**src/rtl/write_demux_4way.sv**
```systemverilog
// Steers one write word to one of four targets, each behind its own 2-entry FIFO; WRITE_DEMUX_COUNT_EN adds per-target accept counters.
// Latency: a word accepted at edge k is presented at its target after edge k.
// Backpressure: in_ready is low while the selected target's FIFO is full, during flush and during rst.

module write_demux_4way_fifo #(
  parameter int W = 32
) (
  input  logic         clk,
  input  logic         rst,
  input  logic         i_flush,
  input  logic         i_push,
  input  logic [W-1:0] i_dat,
  input  logic         i_pop,
  output logic         o_full,
  output logic         o_vld,
  output logic [W-1:0] o_dat
);
  logic [W-1:0] r_mem [2];
  logic         r_head;
  logic         r_tail;
  logic [1:0]   r_occ;

  assign o_full = (r_occ == 2'd2);
  assign o_vld  = (r_occ != 2'd0);
  assign o_dat  = r_mem[r_head];

  always_ff @(posedge clk or posedge rst) begin
    if (rst) begin
      r_head <= 1'b0;
      r_tail <= 1'b0;
      r_occ  <= 2'd0;
    end else if (i_flush) begin
      r_head <= 1'b0;
      r_tail <= 1'b0;
      r_occ  <= 2'd0;
    end else begin
      if (i_push) r_tail <= ~r_tail;
      if (i_pop)  r_head <= ~r_head;
      case ({i_push, i_pop})
        2'b10:   r_occ <= r_occ + 2'd1;
        2'b01:   r_occ <= r_occ - 2'd1;
        default: r_occ <= r_occ;
      endcase
    end
  end

  // Storage needs no reset: contents are only observed behind o_vld.
  always_ff @(posedge clk) begin
    if (i_push && !i_flush) r_mem[r_tail] <= i_dat;
  end
endmodule

module write_demux_4way #(
  parameter int DATA_WIDTH = 32,
  parameter int CNT_WIDTH  = 16
) (
  input  logic                   clk,
  input  logic                   rst,
  input  logic                   flush,
  input  logic                   in_valid,
  output logic                   in_ready,
  input  logic [1:0]             in_select,
  input  logic [DATA_WIDTH-1:0]  in_data,
  output logic [3:0]             out_valid,
  input  logic [3:0]             out_ready,
  output logic [DATA_WIDTH-1:0]  out_data0,
  output logic [DATA_WIDTH-1:0]  out_data1,
  output logic [DATA_WIDTH-1:0]  out_data2,
  output logic [DATA_WIDTH-1:0]  out_data3,
  output logic [4*CNT_WIDTH-1:0] xfer_count
);
  logic [3:0]            w_full;
  logic [3:0]            w_push;
  logic [3:0]            w_pop;
  logic [DATA_WIDTH-1:0] w_dat [4];

  // No pass-through: a full target stays not-ready even if its head pops this cycle.
  assign in_ready = !rst && !flush && !w_full[in_select];
  assign w_pop    = out_valid & out_ready;

  always_comb begin
    w_push            = 4'b0000;
    w_push[in_select] = in_valid & in_ready;
  end

  for (genvar g = 0; g < 4; g++) begin : g_tgt
    write_demux_4way_fifo #(.W(DATA_WIDTH)) u_fifo (
      .clk     (clk),
      .rst     (rst),
      .i_flush (flush),
      .i_push  (w_push[g]),
      .i_dat   (in_data),
      .i_pop   (w_pop[g]),
      .o_full  (w_full[g]),
      .o_vld   (out_valid[g]),
      .o_dat   (w_dat[g])
    );
  end

  assign out_data0 = w_dat[0];
  assign out_data1 = w_dat[1];
  assign out_data2 = w_dat[2];
  assign out_data3 = w_dat[3];

`ifdef WRITE_DEMUX_COUNT_EN
  logic [CNT_WIDTH-1:0] r_cnt [4];

  // w_push is already masked by flush, so a flushed cycle never counts.
  always_ff @(posedge clk or posedge rst) begin
    if (rst) begin
      for (int i = 0; i < 4; i++) r_cnt[i] <= '0;
    end else begin
      for (int i = 0; i < 4; i++) begin
        if (w_push[i]) r_cnt[i] <= r_cnt[i] + CNT_WIDTH'(1);
      end
    end
  end

  always_comb begin
    xfer_count = '0;
    for (int i = 0; i < 4; i++) xfer_count[i*CNT_WIDTH +: CNT_WIDTH] = r_cnt[i];
  end
`else
  assign xfer_count = '0;
`endif
endmodule

```
**config.mk**
```make
export PLATFORM = sky130hd
export DESIGN_NAME = write_demux_4way
export DESIGN_NICKNAME = d
export VERILOG_FILES = /design/src/rtl/write_demux_4way.sv
export SDC_FILE = /design/constraint.sdc
export NUM_CORES = 1
export LEC_CHECK = 0
export ABC_AREA = 1
export ABC_CLOCK_PERIOD_IN_PS = 6150
export CAP_MARGIN = 25
export CORE_ASPECT_RATIO = 0.7
export CORE_MARGIN = 3
export CORE_UTILIZATION = 33
export DETAILED_ROUTE_END_ITERATION = 8
export PLACE_DENSITY = 0.58
export SLEW_MARGIN = 25
export SYNTH_ARGS = -nofsm -noshare
export SYNTH_HDL_FRONTEND = slang
export SYNTH_SLANG_ARGS = --single-unit
```
**constraint.sdc**
```tcl
create_clock -name clk -period 6.15 [get_ports clk]
set_input_delay 1.5375 -clock clk [delete_from_list [all_inputs] [get_ports clk]]
set_output_delay 1.5375 -clock clk [all_outputs]
set_load 0.005 [all_outputs]
```
== Yosys cells after proc, flatten, opt, wreduce, memory -nomap -nowiden ==
Memory sizes are Yosys's and may differ from the RTL's.
Cells that the tools add are included.

* Bits in registers: 16
* Memory bits (writable): 256
* Input port bits: 42
* Output and inout port bits: 197
* Word-level logic and storage cells: 111
* Memories kept: 4

* $add $sub $neg: 8
* $lt $le $gt $ge: 2
* Eq/ne operators: 12
* Multiplexer cells: 36
* Bitwise logic cells: 11
* Reduce and logical (&&, ||, !) cells: 26

{| class="wikitable"
|+ Memories
! name !! words !! bits a word !! rd ports !! clocked after memory_dff !! write ports !! line !! RTL
|-
| g_tgt[0].u_fifo.r_mem || 2 || 32 || 1 || 0 || 1 || 18 || <nowiki>logic [W-1:0] r_mem [2];</nowiki>
|-
| g_tgt[1].u_fifo.r_mem || 2 || 32 || 1 || 0 || 1 || 18 ||
|-
| g_tgt[2].u_fifo.r_mem || 2 || 32 || 1 || 0 || 1 || 18 ||
|-
| g_tgt[3].u_fifo.r_mem || 2 || 32 || 1 || 0 || 1 || 18 ||
|}

{| class="wikitable"
|+ Operator list
! operator !! number
|-
| $mux 1 || 26
|-
| $reduce_bool 2->1 || 12
|-
| $eq 2x2->1 const B || 8
|-
| $pmux 2 s2 || 4
|-
| $reduce_bool 3->1 || 4
|-
| $add 2x1->2 const B || 4
|-
| $and 4x4->4 || 2
|-
| $eq 2x1->1 const B || 4
|-
| $mux 2 || 4
|-
| $not 1->1 || 8
|-
| $sub 2x1->2 const B || 4
|-
| $logic_and 1x1->1 || 7
|-
| $logic_not 1->1 || 3
|-
| $lt 2x3->1 const B || 1
|-
| $bmux 1 s2 || 1
|-
| $demux 1 s2 || 1
|-
| $ge 2x1->1 const B || 1
|-
| $and 1x1->1 || 1
|}

== Logic depth before layout (Yosys ltp) ==
* Word-level depth: 10
* Gate-level depth with buffers: 11

== Modules after synthesis ==
A second synthesis with hierarchy kept.

* Cell total of the unflattened synthesis: 632
* Area total of the unflattened synthesis: 11365.9 um2

{| class="wikitable"
|+ By module, submodules not included
! module !! times used !! cells each !! area an instance (um2) !! sequential area each (um2)
|-
| write_demux_4way_fifo || 4 || 134 || 2686.3 || 2021.9
|-
| write_demux_4way || 1 || 96 || 620.6 || 0.0
|}

== Worst setup path before layout ==
OpenSTA, ideal clock, no wires.

* Kind: input port to flip-flop
* From: input rst
* To: memory g_tgt[1].u_fifo.r_mem[0][0] (enable)
* Library setup time: 0.461 ns
* Arrival time: 4.686 ns
* Data required time: 5.689 ns
* Setup slack: 1.003 ns
* Cell stages on the path: 5
* Buffers on the path: 0
* Path through: inv_1 -> nand3_2 -> nor2_8 -> nand3_4 -> nor3_1

* Cells in the longest elaborated chain, start to end: 8

{| class="wikitable"
|+ RTL lines
! item !! line !! RTL
|-
| from (decl) || 58 || <nowiki>input logic rst,</nowiki>
|-
| $logic_not 1->1 (no line) || -- ||
|-
| $logic_and 1x1->1 (2 in a row) || 78 || <nowiki>assign in_ready = !rst && !flush && !w_full[in_select];</nowiki>
|-
| named net in_ready || 61 || <nowiki>output logic in_ready,</nowiki>
|-
| $and 1x1->1 || 83 || <nowiki>w_push[in_select] = in_valid & in_ready;</nowiki>
|-
| $and 4x4->4 (no line) || -- ||
|-
| $logic_and 1x1->1 || 49 || <nowiki>if (i_push && !i_flush) r_mem[r_tail] <= i_dat;</nowiki>
|-
| $mux 1 || 49 ||
|-
| $mux 1 (implied by the code) || 49 ||
|-
| to (decl) || 18 ||
|}

The timed path passes the listed nets, and every way through them passes these cells.

== Final worst setup path ==
* From: input flush
* To: output in_ready

* Cells in the longest elaborated chain, start to end: 3

{| class="wikitable"
|+ RTL lines
! item !! line !! RTL
|-
| from (decl) || 59 || <nowiki>input logic flush,</nowiki>
|-
| $logic_not 1->1 || 78 ||
|-
| $logic_and 1x1->1 (2 in a row) || 78 ||
|-
| to (decl) || 61 ||
|}

Every way passes these cells.

==> results by group <==
Synthesis
  – Synth Area in Compound Gates: 0.00717
  – XOR/XNOR share of the synthesized area: 0
  – Simple logic cell fraction of the synthesized area: 0.145
  – Mean Syn Cell Area: 13.2 µm²
  – Multiplexer share of the synthesized area: 0.0333
  – Seq/Total Area, Yosys: 0.748
  – Post-Syn Area: 0.0108 mm²
  – Distinct cells, synth: 25
  – Yosys top cell area share: 0.711
  – Synth Area in Adders: 0
  – Seq cells post-synth: 272
  – Ranking of synthesized cells by area: edfxtp_1 71%, nand2_1 11%, buf_4 4.7%
  – YS warnings: 0
  – Main combinational cell family by area after synthesis: simple AND/OR/NAND/NOR gates
  – Cell taking the most area after synthesis: edfxtp_1
  – Gate Count Post-Synth: 820

Worst setup path
  – RR Startpoint: g_tgt[0].u_fifo.r_occ[1]$_DFFE_PP0P_
  – Worst setup EP type: output pin
  – CP max stage delay: 0.54 ns
  – Worst setup path end: in_ready
  – Reg2reg setup slack: roughly 3.8 ns
  – Startpoint Class: input pin
  – FF-to-FF End: g_tgt[3].u_fifo.r_mem[0][31]$_DFFE_PP_
  – Worst setup path start: flush
  – Critical path's most frequent cell: clkdlybuf4s50_1
  – Required time worst endpoint: 4.61 ns
  – Slowest CP cell: clkdlybuf4s50_1
  – Critical Path Fanout Max: 23
  – Worst-path cell chain: clkdlybuf4s50_1 -> inv_2 -> nand3_2 -> nor2_8 -> clkdlybuf4s50_1
  – Worst setup path category: in -> out
  – R2r worst-path depth: 8
  – Data arrival time of the critical path: 3.40 ns

STA
  – Clock Skews: 0.0169 ns
  – Slew @ Worst Pin: 0.941 ns
  – Slew Limit Fails: 0
  – Minimum clock period after layout: 4.94 ns
  – Final hold viol count: 0
  – RSZ-0062 raised after global routing: no
  – TNS Setup: 0 ns
  – Final period utilization: 0.803
  – Max transition margin: 0.373
  – Fmax achieved: 202 MHz
  – Setup-failing EPs final: 0

Floorplan
  – Die H: roughly 160 µm
  – I/O pin count: between 200 and 250
  – Site Rows: 54
  – Die area: 0.0350 mm²
  – Die Width: 222 µm
  – Starting Density: 0.341
  – CORE AREA: 0.0317 mm²

Global routing
  – Gr usage total: 0.143
  – Initial antenna violation count: 0
  – Number of global-route vias before repair: 5976
  – Pin count of the biggest net entering global routing: 35
  – Grt ovf: 0
  – First-pass GRT wire length: 38.1 mm

Flow run
  – Max-cap violations: 0

Power
  – Pwr per Cell Area: 310 mW/mm²
  – VDD IR max: 0.000206 V
  – Pleak: approximately 5.2 nW

Clocking
  – Clock latency at the later pin of the worst-skew pair: 0.53 ns
  – Clock Tree Root: clkbuf_16
  – CTS Buf Count: 27
  – H-tree levels: 1
  – Clk buf depth: 3
  – Worst-path clk slew: about 0.06 ns
  – Post_cts resized: 0
  – CTS tree: built
  – Post-CTS Setup Inserts: 0
  – Clk sink count: 272
  – Hold_buf cts: 0

Drt
  – Wirelength per Cell: 17.9 µm
  – DRT Wirelength: 25.8 mm
  – Pre-antenna DRT Iters: 5
  – DRC: 0
  – DR iter-0 viols: 394
  – Via density: 4.35
  – Total number of vias: 6270
  – Detail Route Antenna Nets: 0

Placement
  – Placed instance count: approximately 1400
  – GPL Wtd Cong: 0.757
  – Post-DP HPWL: 17.2 mm
  – I/O Buffers: approximately 170

Finish
  – Fillers: 2856
  – Non-filler cells, final: 1442
  – Layout area overhead: 28.1%
  – Nets: roughly 1000
  – Most common cell after layout, fill and taps aside: nand2_1
  – Diodes inserted: 0
  – Most frequent cells in the layout: 323 x nand2_1, 256 x edfxtp_1, 174 x clkdlybuf4s50_1, 64 x conb_1, 32 x mux2_2
  – Ratio of cells with drive above 1 in the final layout: 0.115

Status
  – Status: finished clean

Hold path
  – Worst Hold Class: reg -> reg
  – Hold Crit Depth: 1
## metal layers
layer  wire length [µm]  global-route usage
met5                  0                   0
met1              12700               0.218
met2              11300               0.216
met3               1510              0.0282
met4                321              0.0218
## flip-flops by register name, indices dropped and copies added, names as in the netlist
name,count
g_tgt.u_fifo.r_mem,256
g_tgt.u_fifo.r_head,4
g_tgt.u_fifo.r_occ,8
g_tgt.u_fifo.r_tail,4
## synthesized netlist by cell type
cell type  number
a21oi_1         4
a21oi_2         2
buf_2           5
buf_4          68
clkbuf_1       23
clkinv_1        3
conb_1          1
dfrtp_1        16
edfxtp_1      256
inv_1          21
inv_2           2
mux2_2         32
nand2_1       323
nand2_2         4
nand3_1        14
nand3_2         4
nand3_4         2
nand4_1        10
nand4_2         2
nor2_1         16
nor2_2          2
nor2_8          1
nor3_1          1
o21ai_0         4
o21ai_1         4
## per-stage QoR
step	hold WS (ns)	power, mW	instance area [µm²]	worst slack [ns]	util
final	0.520	4.29	13900	1.21	0.437
after floorplan	0.467	2.39	11100	1.00	-
after global placement	0.503	2.68	12800	1.28	0.404
after CTS	0.518	4.34	13800	1.22	0.434
after detailed placement	0.507	2.68	12900	1.22	0.406
after global routing	0.537	4.46	13900	1.14	0.437
## worst min path at each step
| stage | from | to | slack (ns) |
|---|---|---|---|
| 2_1_floorplan | g_tgt[2].u_fifo.r_tail$_DFFE_PP0P_ | g_tgt[2].u_fifo.r_tail$_DFFE_PP0P_ | 0.47 |
| 3_3_place_gp | g_tgt[1].u_fifo.r_tail$_DFFE_PP0P_ | g_tgt[1].u_fifo.r_tail$_DFFE_PP0P_ | 0.50 |
| 3_5_place_dp | g_tgt[1].u_fifo.r_tail$_DFFE_PP0P_ | g_tgt[1].u_fifo.r_tail$_DFFE_PP0P_ | 0.51 |
| 4_1_cts | g_tgt[1].u_fifo.r_tail$_DFFE_PP0P_ | g_tgt[1].u_fifo.r_tail$_DFFE_PP0P_ | 0.52 |
| 5_1_grt | g_tgt[1].u_fifo.r_tail$_DFFE_PP0P_ | g_tgt[1].u_fifo.r_tail$_DFFE_PP0P_ | 0.54 |
| 6_report | g_tgt[1].u_fifo.r_tail$_DFFE_PP0P_ | g_tgt[1].u_fifo.r_tail$_DFFE_PP0P_ | 0.52 |
## power breakdown
group	internal, mW	switching (mW)	leakage, nW
logic	0.263	0.274	2.26
registers	2.05	0.0452	2.51
clock network	0.975	0.679	0.442
total	3.29	0.999	5.22
## kinds of logic after synthesis
| logic type | Yosys count |
|---|---|
| buf+inv | 122 |
| mux | 32 |
| other cells | 1 |
| compound gates | 14 |
| flops | 272 |
| simple gates | 379 |
## worst max-delay path, delay by kind of cell
kind / cells / cell delay (ns)
simple gates: 2 / 0.45
buf+inv: 3 / 1.41
## layout make-up
type                       instances  area [µm²]  area share
sequential                       272        8090       0.584
multi-input combinational        489        2300       0.166
timing repair buffer             185        1950       0.141
clock buffer                      31         691      0.0498
tap                              420         526      0.0379
clock inverter                    19         200      0.0144
inverter                          26        97.6     0.00704
Note: power is estimated with default switching activity, not from simulation.
